[src/rtl/servo_pkg.sv]
// Shared widths, default servo timing constants and the command clamp used by
// both the PWM generator and the upstream control logic.
package servo_pkg;

  typedef logic [15:0] width_t;

  localparam int unsigned CLK_HZ     = 32'd50_000_000;
  localparam int unsigned FRAME_US   = 32'd20000;
  localparam int unsigned PW_MIN     = 32'd1000;
  localparam int unsigned PW_MAX     = 32'd2000;
  localparam int unsigned PW_NEUTRAL = 32'd1500;
  localparam int unsigned SLEW_US    = 32'd50;

  typedef struct packed {
    width_t width;
    logic   clamped;
  } clamp_res_t;

  // A zero command is an "off" request only where zero_is_off is set; off is not a clamp.
  function automatic clamp_res_t clamp_width(input width_t cmd, input logic zero_is_off,
                                             input width_t lo, input width_t hi);
    clamp_res_t res;
    res.width   = cmd;
    res.clamped = 1'b0;
    if (zero_is_off && (cmd == 16'd0)) begin
      res.width   = 16'd0;
      res.clamped = 1'b0;
    end else if (cmd < lo) begin
      res.width   = lo;
      res.clamped = 1'b1;
    end else if (cmd > hi) begin
      res.width   = hi;
      res.clamped = 1'b1;
    end else begin
      res.width   = cmd;
      res.clamped = 1'b0;
    end
    return res;
  endfunction

endpackage

[src/rtl/pwm_channel.sv]
// One PWM output channel: frame-latched applied width with optional slew
// limiting, and a registered pin that is high while us_cnt < applied width.
module pwm_channel
  import servo_pkg::*;
#(
  parameter bit          SLEW_EN   = 1'b0,
  parameter int unsigned SLEW_STEP = 32'd50,
  parameter int unsigned FLOOR_W   = 32'd1000,
  parameter int unsigned SAFE_W    = 32'd0
) (
  input  logic   clk,
  input  logic   rst_n,
  input  logic   load_i,
  input  logic   safe_i,
  input  logic   pin_en_i,
  input  width_t target_i,
  input  width_t us_cnt_i,
  output width_t applied_o,
  output logic   pin_o
);

  localparam width_t STEP_W  = width_t'(SLEW_STEP);
  localparam width_t FLOOR_V = width_t'(FLOOR_W);
  localparam width_t SAFE_V  = width_t'(SAFE_W);

  width_t applied_q, applied_d;
  logic   pin_q, pin_d;
  logic   up_s;
  width_t diff_s, step_s, slew_s;

  // Next applied width (slewed or direct) and next pin level.
  always_comb begin
    up_s   = (target_i > applied_q);
    diff_s = up_s ? (target_i - applied_q) : (applied_q - target_i);
    step_s = (diff_s < STEP_W) ? diff_s : STEP_W;

    // An off target bypasses the slew so the drive can always be cut at once.
    if (target_i == 16'd0) begin
      slew_s = 16'd0;
    end else if (applied_q == 16'd0) begin
      slew_s = FLOOR_V;
    end else if (up_s) begin
      slew_s = applied_q + step_s;
    end else begin
      slew_s = applied_q - step_s;
    end

    applied_d = applied_q;
    if (!load_i) begin
      applied_d = applied_q;
    end else if (safe_i) begin
      applied_d = SAFE_V;
    end else if (SLEW_EN) begin
      applied_d = slew_s;
    end else begin
      applied_d = target_i;
    end

    pin_d = pin_en_i && (us_cnt_i < applied_q);
  end

  // Applied width and pin registers.
  always_ff @(posedge clk or negedge rst_n) begin
    if (!rst_n) begin
      applied_q <= SAFE_V;
      pin_q     <= 1'b0;
    end else begin
      applied_q <= applied_d;
      pin_q     <= pin_d;
    end
  end

  assign applied_o = applied_q;
  assign pin_o     = pin_q;

endmodule

[src/rtl/servo_pwm_gen.sv]
// Two-channel 50 Hz RC PWM generator: 1 us prescaler, frame counter, frame-start
// command sampling/clamping, slew-limited ESC channel and direct servo channel.
module servo_pwm_gen #(
  parameter int unsigned CLK_HZ     = servo_pkg::CLK_HZ,
  parameter int unsigned TICK_DIV   = CLK_HZ / 32'd1_000_000,
  parameter int unsigned FRAME_US   = servo_pkg::FRAME_US,
  parameter int unsigned PW_MIN     = servo_pkg::PW_MIN,
  parameter int unsigned PW_MAX     = servo_pkg::PW_MAX,
  parameter int unsigned PW_NEUTRAL = servo_pkg::PW_NEUTRAL,
  parameter int unsigned SLEW_US    = servo_pkg::SLEW_US
) (
  input  logic              clk,
  input  logic              rst_n,
  input  logic              enable,
  input  servo_pkg::width_t speed_control,
  input  servo_pkg::width_t angle_control,
  output logic              pwm_speed,
  output logic              pwm_angle,
  output logic              frame_strobe,
  output servo_pkg::width_t speed_applied,
  output servo_pkg::width_t angle_applied,
  output logic              clamped
);
  import servo_pkg::*;

  localparam int unsigned       TICK_W     = (TICK_DIV > 32'd1) ? $clog2(TICK_DIV) : 1;
  localparam logic [TICK_W-1:0] TICK_LAST  = TICK_W'(TICK_DIV - 32'd1);
  localparam width_t            FRAME_LAST = width_t'(FRAME_US - 32'd1);
  localparam width_t            MIN_W      = width_t'(PW_MIN);
  localparam width_t            MAX_W      = width_t'(PW_MAX);

  logic [TICK_W-1:0] tick_cnt_q, tick_cnt_d;
  width_t            us_cnt_q, us_cnt_d;
  logic              run_q, run_d;
  logic              frame_strobe_q, frame_strobe_d;
  logic              clamped_q, clamped_d;
  logic              tick_s, frame_start_s, safe_s, pin_en_s;
  clamp_res_t        spd_res_s, ang_res_s;

  // Timebase, frame-start detection, run gating and clamp status.
  always_comb begin
    tick_s        = (tick_cnt_q == TICK_LAST);
    frame_start_s = tick_s && (us_cnt_q == FRAME_LAST);
    spd_res_s     = clamp_width(speed_control, 1'b1, MIN_W, MAX_W);
    ang_res_s     = clamp_width(angle_control, 1'b0, MIN_W, MAX_W);
    safe_s        = !enable;

    tick_cnt_d = tick_s ? '0 : (tick_cnt_q + TICK_W'(32'd1));

    us_cnt_d = us_cnt_q;
    if (!tick_s) begin
      us_cnt_d = us_cnt_q;
    end else if (us_cnt_q == FRAME_LAST) begin
      us_cnt_d = 16'd0;
    end else begin
      us_cnt_d = us_cnt_q + 16'd1;
    end

    // Pins stay quiet after a disable until a full frame can be produced.
    run_d = run_q;
    if (!enable) begin
      run_d = 1'b0;
    end else if (frame_start_s) begin
      run_d = 1'b1;
    end else begin
      run_d = run_q;
    end

    clamped_d = clamped_q;
    if (!frame_start_s) begin
      clamped_d = clamped_q;
    end else if (!enable) begin
      clamped_d = 1'b0;
    end else begin
      clamped_d = spd_res_s.clamped | ang_res_s.clamped;
    end

    frame_strobe_d = frame_start_s;
    pin_en_s       = enable && run_q;
  end

  // Timebase and status registers.
  always_ff @(posedge clk or negedge rst_n) begin
    if (!rst_n) begin
      tick_cnt_q     <= '0;
      us_cnt_q       <= 16'd0;
      run_q          <= 1'b0;
      frame_strobe_q <= 1'b0;
      clamped_q      <= 1'b0;
    end else begin
      tick_cnt_q     <= tick_cnt_d;
      us_cnt_q       <= us_cnt_d;
      run_q          <= run_d;
      frame_strobe_q <= frame_strobe_d;
      clamped_q      <= clamped_d;
    end
  end

  pwm_channel #(
    .SLEW_EN  (1'b1),
    .SLEW_STEP(SLEW_US),
    .FLOOR_W  (PW_MIN),
    .SAFE_W   (32'd0)
  ) u_speed (
    .clk      (clk),
    .rst_n    (rst_n),
    .load_i   (frame_start_s),
    .safe_i   (safe_s),
    .pin_en_i (pin_en_s),
    .target_i (spd_res_s.width),
    .us_cnt_i (us_cnt_q),
    .applied_o(speed_applied),
    .pin_o    (pwm_speed)
  );

  pwm_channel #(
    .SLEW_EN  (1'b0),
    .SLEW_STEP(SLEW_US),
    .FLOOR_W  (PW_MIN),
    .SAFE_W   (PW_NEUTRAL)
  ) u_angle (
    .clk      (clk),
    .rst_n    (rst_n),
    .load_i   (frame_start_s),
    .safe_i   (safe_s),
    .pin_en_i (pin_en_s),
    .target_i (ang_res_s.width),
    .us_cnt_i (us_cnt_q),
    .applied_o(angle_applied),
    .pin_o    (pwm_angle)
  );

  assign frame_strobe = frame_strobe_q;
  assign clamped      = clamped_q;

endmodule

[config.mk]
export PLATFORM = sky130hd
export DESIGN_NAME = servo_pwm_gen
export DESIGN_NICKNAME = d
export VERILOG_FILES = /design/src/rtl/servo_pkg.sv /design/src/rtl/pwm_channel.sv /design/src/rtl/servo_pwm_gen.sv
export SDC_FILE = /design/constraint.sdc
export NUM_CORES = 1
export LEC_CHECK = 0
export BUFFER_PORTS_ARGS = -buffer_cell sky130_fd_sc_hd__buf_2
export CAP_MARGIN = 20
export CORE_ASPECT_RATIO = 0.5
export CORE_MARGIN = 5
export CORE_UTILIZATION = 60
export DETAILED_ROUTE_END_ITERATION = 8
export PLACE_DENSITY = 0.89
export SLEW_MARGIN = 20
export SYNTH_ARGS = -nofsm -noshare
export SYNTH_HDL_FRONTEND = slang
export SYNTH_SLANG_ARGS = --single-unit
[constraint.sdc]
create_clock -name clk -period 18 [get_ports clk]
set_input_delay 0.9 -clock clk [delete_from_list [all_inputs] [get_ports clk]]
set_output_delay 0.9 -clock clk [all_outputs]
set_load 0.05 [all_outputs]
== Word-level counts from Yosys, hierarchy flattened ==
Cells that the tools add are included.

* $add $sub $neg: 6
* $lt $le $gt $ge: 8
* Equality and inequality tests: 3
* Multiplexer cells: 17
* Bitwise logic cells: 1
* Reduce and logical (&&, ||, !) cells: 7

{| class="wikitable"
|+ Operators with widths
! operator !! count
|-
| $mux 16 || 8
|-
| $mux 17 || 5
|-
| $logic_not 16->1 || 3
|-
| $sub 16x16->16 || 3
|-
| $gt 16x11->1 const B || 2
|-
| $lt 16x10->1 const B || 2
|-
| $lt 16x16->1 || 2
|-
| $add 16x1->16 const B || 1
|-
| $add 16x16->16 || 1
|-
| $eq 16x15->1 const B || 1
|-
| $gt 16x16->1 || 1
|-
| $lt 16x6->1 const B || 1
|-
| $add 6x1->6 const B || 1
|-
| $eq 6x6->1 const B || 1
|-
| $mux 6 || 1
|-
| $logic_and 1x1->1 || 4
|-
| $mux 1 || 3
|-
| $ne 2x1->1 const B || 1
|-
| $or 1x1->1 || 1
|}

* Register bits after elaboration: 59
* Input port bits: 35
* Output and inout bits: 36
* Word-level logic and storage cells: 51

== Longest topological paths before layout ==
* Depth in word-level cells: 13
* Gate-level depth with buffers: 39
* Gate-level depth less buffers: 36

== Hierarchy ==
Synthesis repeated with hierarchy kept, for this count alone.

* Cell total of the unflattened synthesis: 793
* Area total of the unflattened synthesis: 6413.7 µm²

{| class="wikitable"
|+ By module, submodules not included
! module !! times used !! cells an instance !! area an instance (µm²) !! seq. area each (µm²)
|-
| pwm_channel at u_speed || 1 || 508 || 3822.4 || 425.4
|-
| servo_pwm_gen || 1 || 179 || 1576.5 || 625.6
|-
| pwm_channel at u_angle || 1 || 106 || 1014.7 || 434.2
|}

== Worst setup path after synthesis ==
OpenSTA, ideal clock, no wires.

* Path kind: input port to flip-flop
* From: in speed_control[0]
* To: reg u_speed.applied_q[15], in the netlist u_speed.applied_o[15]
* Library setup time: 0.087 ns
* Arrival time: 8.550 ns
* Required time: 17.913 ns
* Path slack: 9.363 ns
* Stages on the path: 34
* Buffers on the path: 2
* Cells stage by stage: or4_1 a21oi_1 nor2_1 or2_2 nor2_1 nand2_1 ha_1 fa_1 nand3b_1 a21oi_1 a21oi_1 and4b_1 buf_6 or3_4 nand3_1 o2111ai_2 nor4b_4 o31ai_1 buf_2 or2_2 ha_1 or3_1 a31oi_1 ha_1 o21ai_0 a21oi_1 nor3_1 o311ai_0 o41a_1 a41oi_1 a211o_1 and4_2 or4_1 o211ai_1

* Cells in the longest elaborated chain, start to end: 13
* Elaborated cells on any way between the ends: 19
* Classes of those cells: add/sub (4); order compare (4); mux (9); reduce/logical (2)

{| class="wikitable"
|+ Ends and longest elaborated chain
! item !! RTL line !! source
|-
| start: declaration || servo_pwm_gen.sv:15 || <nowiki>input servo_pkg::width_t speed_control,</nowiki>
|-
| $gt 16x11->1 || servo_pkg.sv:31 || <nowiki>end else if (cmd > hi) begin</nowiki>
|-
| $mux 17 || servo_pkg.sv:31 ||
|-
| $mux 17 || servo_pkg.sv:28 || <nowiki>end else if (cmd < lo) begin</nowiki>
|-
| $mux 17 (*) || servo_pkg.sv:25 || <nowiki>if (zero_is_off && (cmd == 16'd0)) begin</nowiki>
|-
| $sub 16x16->16 / $gt 16x16->1 (equally long branches) || pwm_channel.sv:34, pwm_channel.sv:33 ||
|-
| $mux 16 || pwm_channel.sv:34 || <nowiki>diff_s = up_s ? (target_i - applied_q) : (applied_q - target_i);</nowiki>
|-
| $lt 16x6->1 || pwm_channel.sv:35 || <nowiki>step_s = (diff_s < STEP_W) ? diff_s : STEP_W;</nowiki>
|-
| $mux 16 || pwm_channel.sv:35 ||
|-
| $sub 16x16->16 / $add 16x16->16 (equally long branches) || pwm_channel.sv:45, pwm_channel.sv:43 ||
|-
| $mux 16 || pwm_channel.sv:42 || <nowiki>end else if (up_s) begin</nowiki>
|-
| $mux 16 || pwm_channel.sv:40 || <nowiki>end else if (applied_q == 16'd0) begin</nowiki>
|-
| $mux 16 (*) || pwm_channel.sv:38 || <nowiki>if (target_i == 16'd0) begin</nowiki>
|-
| $mux 16 (*) || pwm_channel.sv:51 || <nowiki>end else if (safe_i) begin</nowiki>
|-
| end signal: assignment || pwm_channel.sv:68 || <nowiki>applied_q <= applied_d;</nowiki>
|-
| end: declaration || pwm_channel.sv:26 || <nowiki>width_t applied_q, applied_d;</nowiki>
|}

Mark *: on every way between the ends. The rest lies on a longest branch, timed or not.
A chain may end at the register's enable or synchronous reset.

== Final worst setup path ==
Ends and elaborated chain as after synthesis.

==> results.txt <==
RSZ-0062 raised after global routing: no
Overall Power: 363.1 uW
sequential-to-total area share from yosys stat: 0.2363
Pleak: 3.314 nW
minimum clock period: 10.02 ns
Final Max Slew Viols: 0
htree depth: 3
Synth area leader: dfrtp_1
Post-synth EDFFs: 0
Final setup viols: 0
DR vias/cell: 6.414
Worst Tran Pin Value: 1.081 ns
Logic pwr share: 0.159
Hold Fails Final Rpt: 0
Hold Crit Class: reg -> reg
Yosys reg bits: 59
arrival time at the worst endpoint: 10.26 ns
nets@finish: 936
VDD IR-drop max: 65.77 uV
final core occ: 0.6802
fmax: 99.82 MHz
type of origin of the critical path: primary input
postcts setup bufs: 0
Netlist cell types: 87
root buffer cell: clkbuf_16
hold slack: 0.4843 ns
post-route ant nets: 0
NetSw: 96.55 uW
crit path kind: in -> reg
vias in the first global route: 6,015
Seq pwr share: 0.366
TritonCTS clock tree: built
Main synth FF type: dfrtp_1
Overflow after GRT: 0
WP depth: 33
Syn Inst Count: 752
status: finished, final reports clean
Ports: 71
GR Util All Layers: 0.2857
cell area after synthesis: 6286 sq um
max-cap viol count: 0
Die Y: 82.38 um
Clock Tree Buf Depth: 2
Synth top area share: 0.2070
R2R Setup Slk: 9.59 ns
most frequent cells in the layout: ha_1 (81), nor2_1 (72), buf_2 (70)
cell mode on critical path: a21oi_1
post_cts resized: 0
DR WL/cell: 18.53 um
reg2reg path depth: 26
Sink Count: 59
CTS hold repair buffers: 0
area post-placement: 6644 sq um
Reg clk slew, reported paths: 0.05 ns
Final Skew: 0.003332 ns
TritonCTS Buffers: 9
Routed Wire Length: 17.83 mm
CP Max Fanout: 22
DP HPWL: 13.55 mm
Reg area: 1485 sq um
max_slew headroom: 0.2731
Pwr Density: 52.26 nW/um^2
Synth async-reset ratio: 1.000
first-pass GRT wire length: 29.49 mm
setup tns final: 0 ns
final period utilization: 0.5565
total internal power: 266.5 uW
P&R area growth vs syn: 10.53%
Worst setup EP type: flop
reg2reg end: u_speed.applied_o[15]
syn_area_per_cell: 8.359 sq um
fill cell count: 781
length of the first detailed-routing pass in iterations: 5
GPL Wtd Cong: 1.009
Antenna Cells: 0
cell area after layout: 6948 sq um
die span in x: 154.8 um
Critical Path RT: 18.24 ns
die area: 12,750 sq um
initial antenna violation count: 0
crit path from: speed_control[0]
largest net degree at the start of global routing: 60
Multi-input gate area: 4389 sq um
PortBufs: 70
CP endpoint: u_speed.applied_o[15]
FP Rows: 26
Core Region: 10,210 sq um
Synthesis Warnings: 0
Largest delay share family, worst path: simple AND/OR/NAND/NOR gates
Clock power frac: 0.476
DRC errors left: 0
commonest non-fill, non-tap cell in the layout: ha_1
Initial Utilization: 0.6154
worst skew pair latency: 0.33 ns
vias after detailed routing: 6,170
largest cells by area after synthesis: dfrtp_1 (21%), ha_1 (16%), nor2_1 (4.3%), a21oi_1 (4.1%), inv_1 (3.7%)
share of layout cells above drive strength 1: 0.1691
CP peak stage delay: 0.67 ns
CP max-delay cell: nor2_2
Buf/Inv on CP: 1
sw frac: 0.2659
DRT iter0 DRCs: 442
R2R Path Start: u_speed.applied_o[0]
## per-stage QoR
stage               worst slack (ns)  std cells
floorplan                      9.363        759
global placement               8.242        946
detailed placement             7.967        946
CTS                            8.212        962
global route                   7.390        962
finish                         7.982        962
## sequential cells by signal, summed over array words and instances, names as in the netlist
signal / count
u_speed.applied_o: 16
u_speed.pin_o: 1
frame_strobe: 1
clamped: 1
tick_cnt_q: 6
us_cnt_q: 16
u_angle.applied_o: 16
run_q: 1
u_angle.pin_o: 1
## synth_stat cells, types with 15 or more instances
master   instances
ha_1            81
dfrtp_1         52
xnor2_1         21
nor2_1          72
nand3_1         20
nand2_1         54
o21ai_0         45
a21o_1          16
a21oi_1         52
inv_1           62
nor3_1          19
xor2_1          15
## cell type report
cell class / instances / share of cell area
flip-flops and latches: 59 / 0.2138
well taps: 140 / 0.02521
clock inverters: 6 / 0.009364
repair buffers: 71 / 0.05150
multi-input cells: 613 / 0.6317
clock buffers: 10 / 0.03440
inverters: 63 / 0.03404
## routing by layer
metal	up-vias	GRT usage	routed length [um]
li1	2877	-	-
met5	-	0	0
met3	57	0.06351	1649
met2	340	0.4752	8107
met1	2896	0.3711	7613
met4	0	0.1075	457
## power by group through the flow
| stage | Clock [mW] | Sequential, mW | Combinational (mW) |
|---|---|---|---|
| after global placement | 0 | 0.135 | 0.0545 |
| after CTS | 0.173 | 0.133 | 0.0561 |
| after floorplan | 0 | 0.135 | 0.0421 |
| final | 0.173 | 0.133 | 0.0576 |
| after detailed placement | 0 | 0.135 | 0.0555 |
| after global routing | 0.181 | 0.133 | 0.0636 |
## worst register-to-register path, stage by stage, from the launching register on
cell,delay [ns]
dfrtp_1,0.45
ha_1,0.26
fa_1,0.43
nand3b_1,0.24
a21oi_1,0.37
a21oi_1,0.15
and4b_1,0.33
nor2_2,0.67
and3_2,0.36
a2111oi_4,0.06
nor4b_4,0.53
o31ai_1,0.36
or2_2,0.40
ha_1,0.23
or3_1,0.38
a31oi_1,0.18
ha_1,0.23
o21ai_0,0.10
a21oi_1,0.22
nor3_1,0.10
o311ai_0,0.65
o41a_1,0.26
a41oi_1,0.19
a211o_1,0.32
and4_2,0.24
or4_1,0.50
o211ai_1,0.10
## kinds of logic after synthesis
logic type | count (synthesis) | synth area share
buffers and inverters | 87 | 0.06966
adder cells (fa/ha/maj) | 84 | 0.1708
XOR/XNOR | 37 | 0.05275
other | 2 | 0.001195
AO/OA/AOI/OAI | 227 | 0.2492
AND/OR/NAND/NOR | 251 | 0.2114
multiplexers | 5 | 0.008758
flip-flops | 59 | 0.2363
## worst min-delay path by stage
stage	endpoint	cells after the start	from	slack, ns
final	tick_cnt_q[5]	1	tick_cnt_q[5]	0.48
after floorplan	tick_cnt_q[5]	1	tick_cnt_q[5]	0.45
after global routing	u_angle.applied_o[6]	2	u_angle.applied_o[6]	0.51
after global placement	clamped	2	clamped	0.47
after detailed placement	tick_cnt_q[5]	1	tick_cnt_q[5]	0.48
after CTS	tick_cnt_q[5]	1	tick_cnt_q[5]	0.48
No activity file was read; power rests on OpenSTA's default activity.
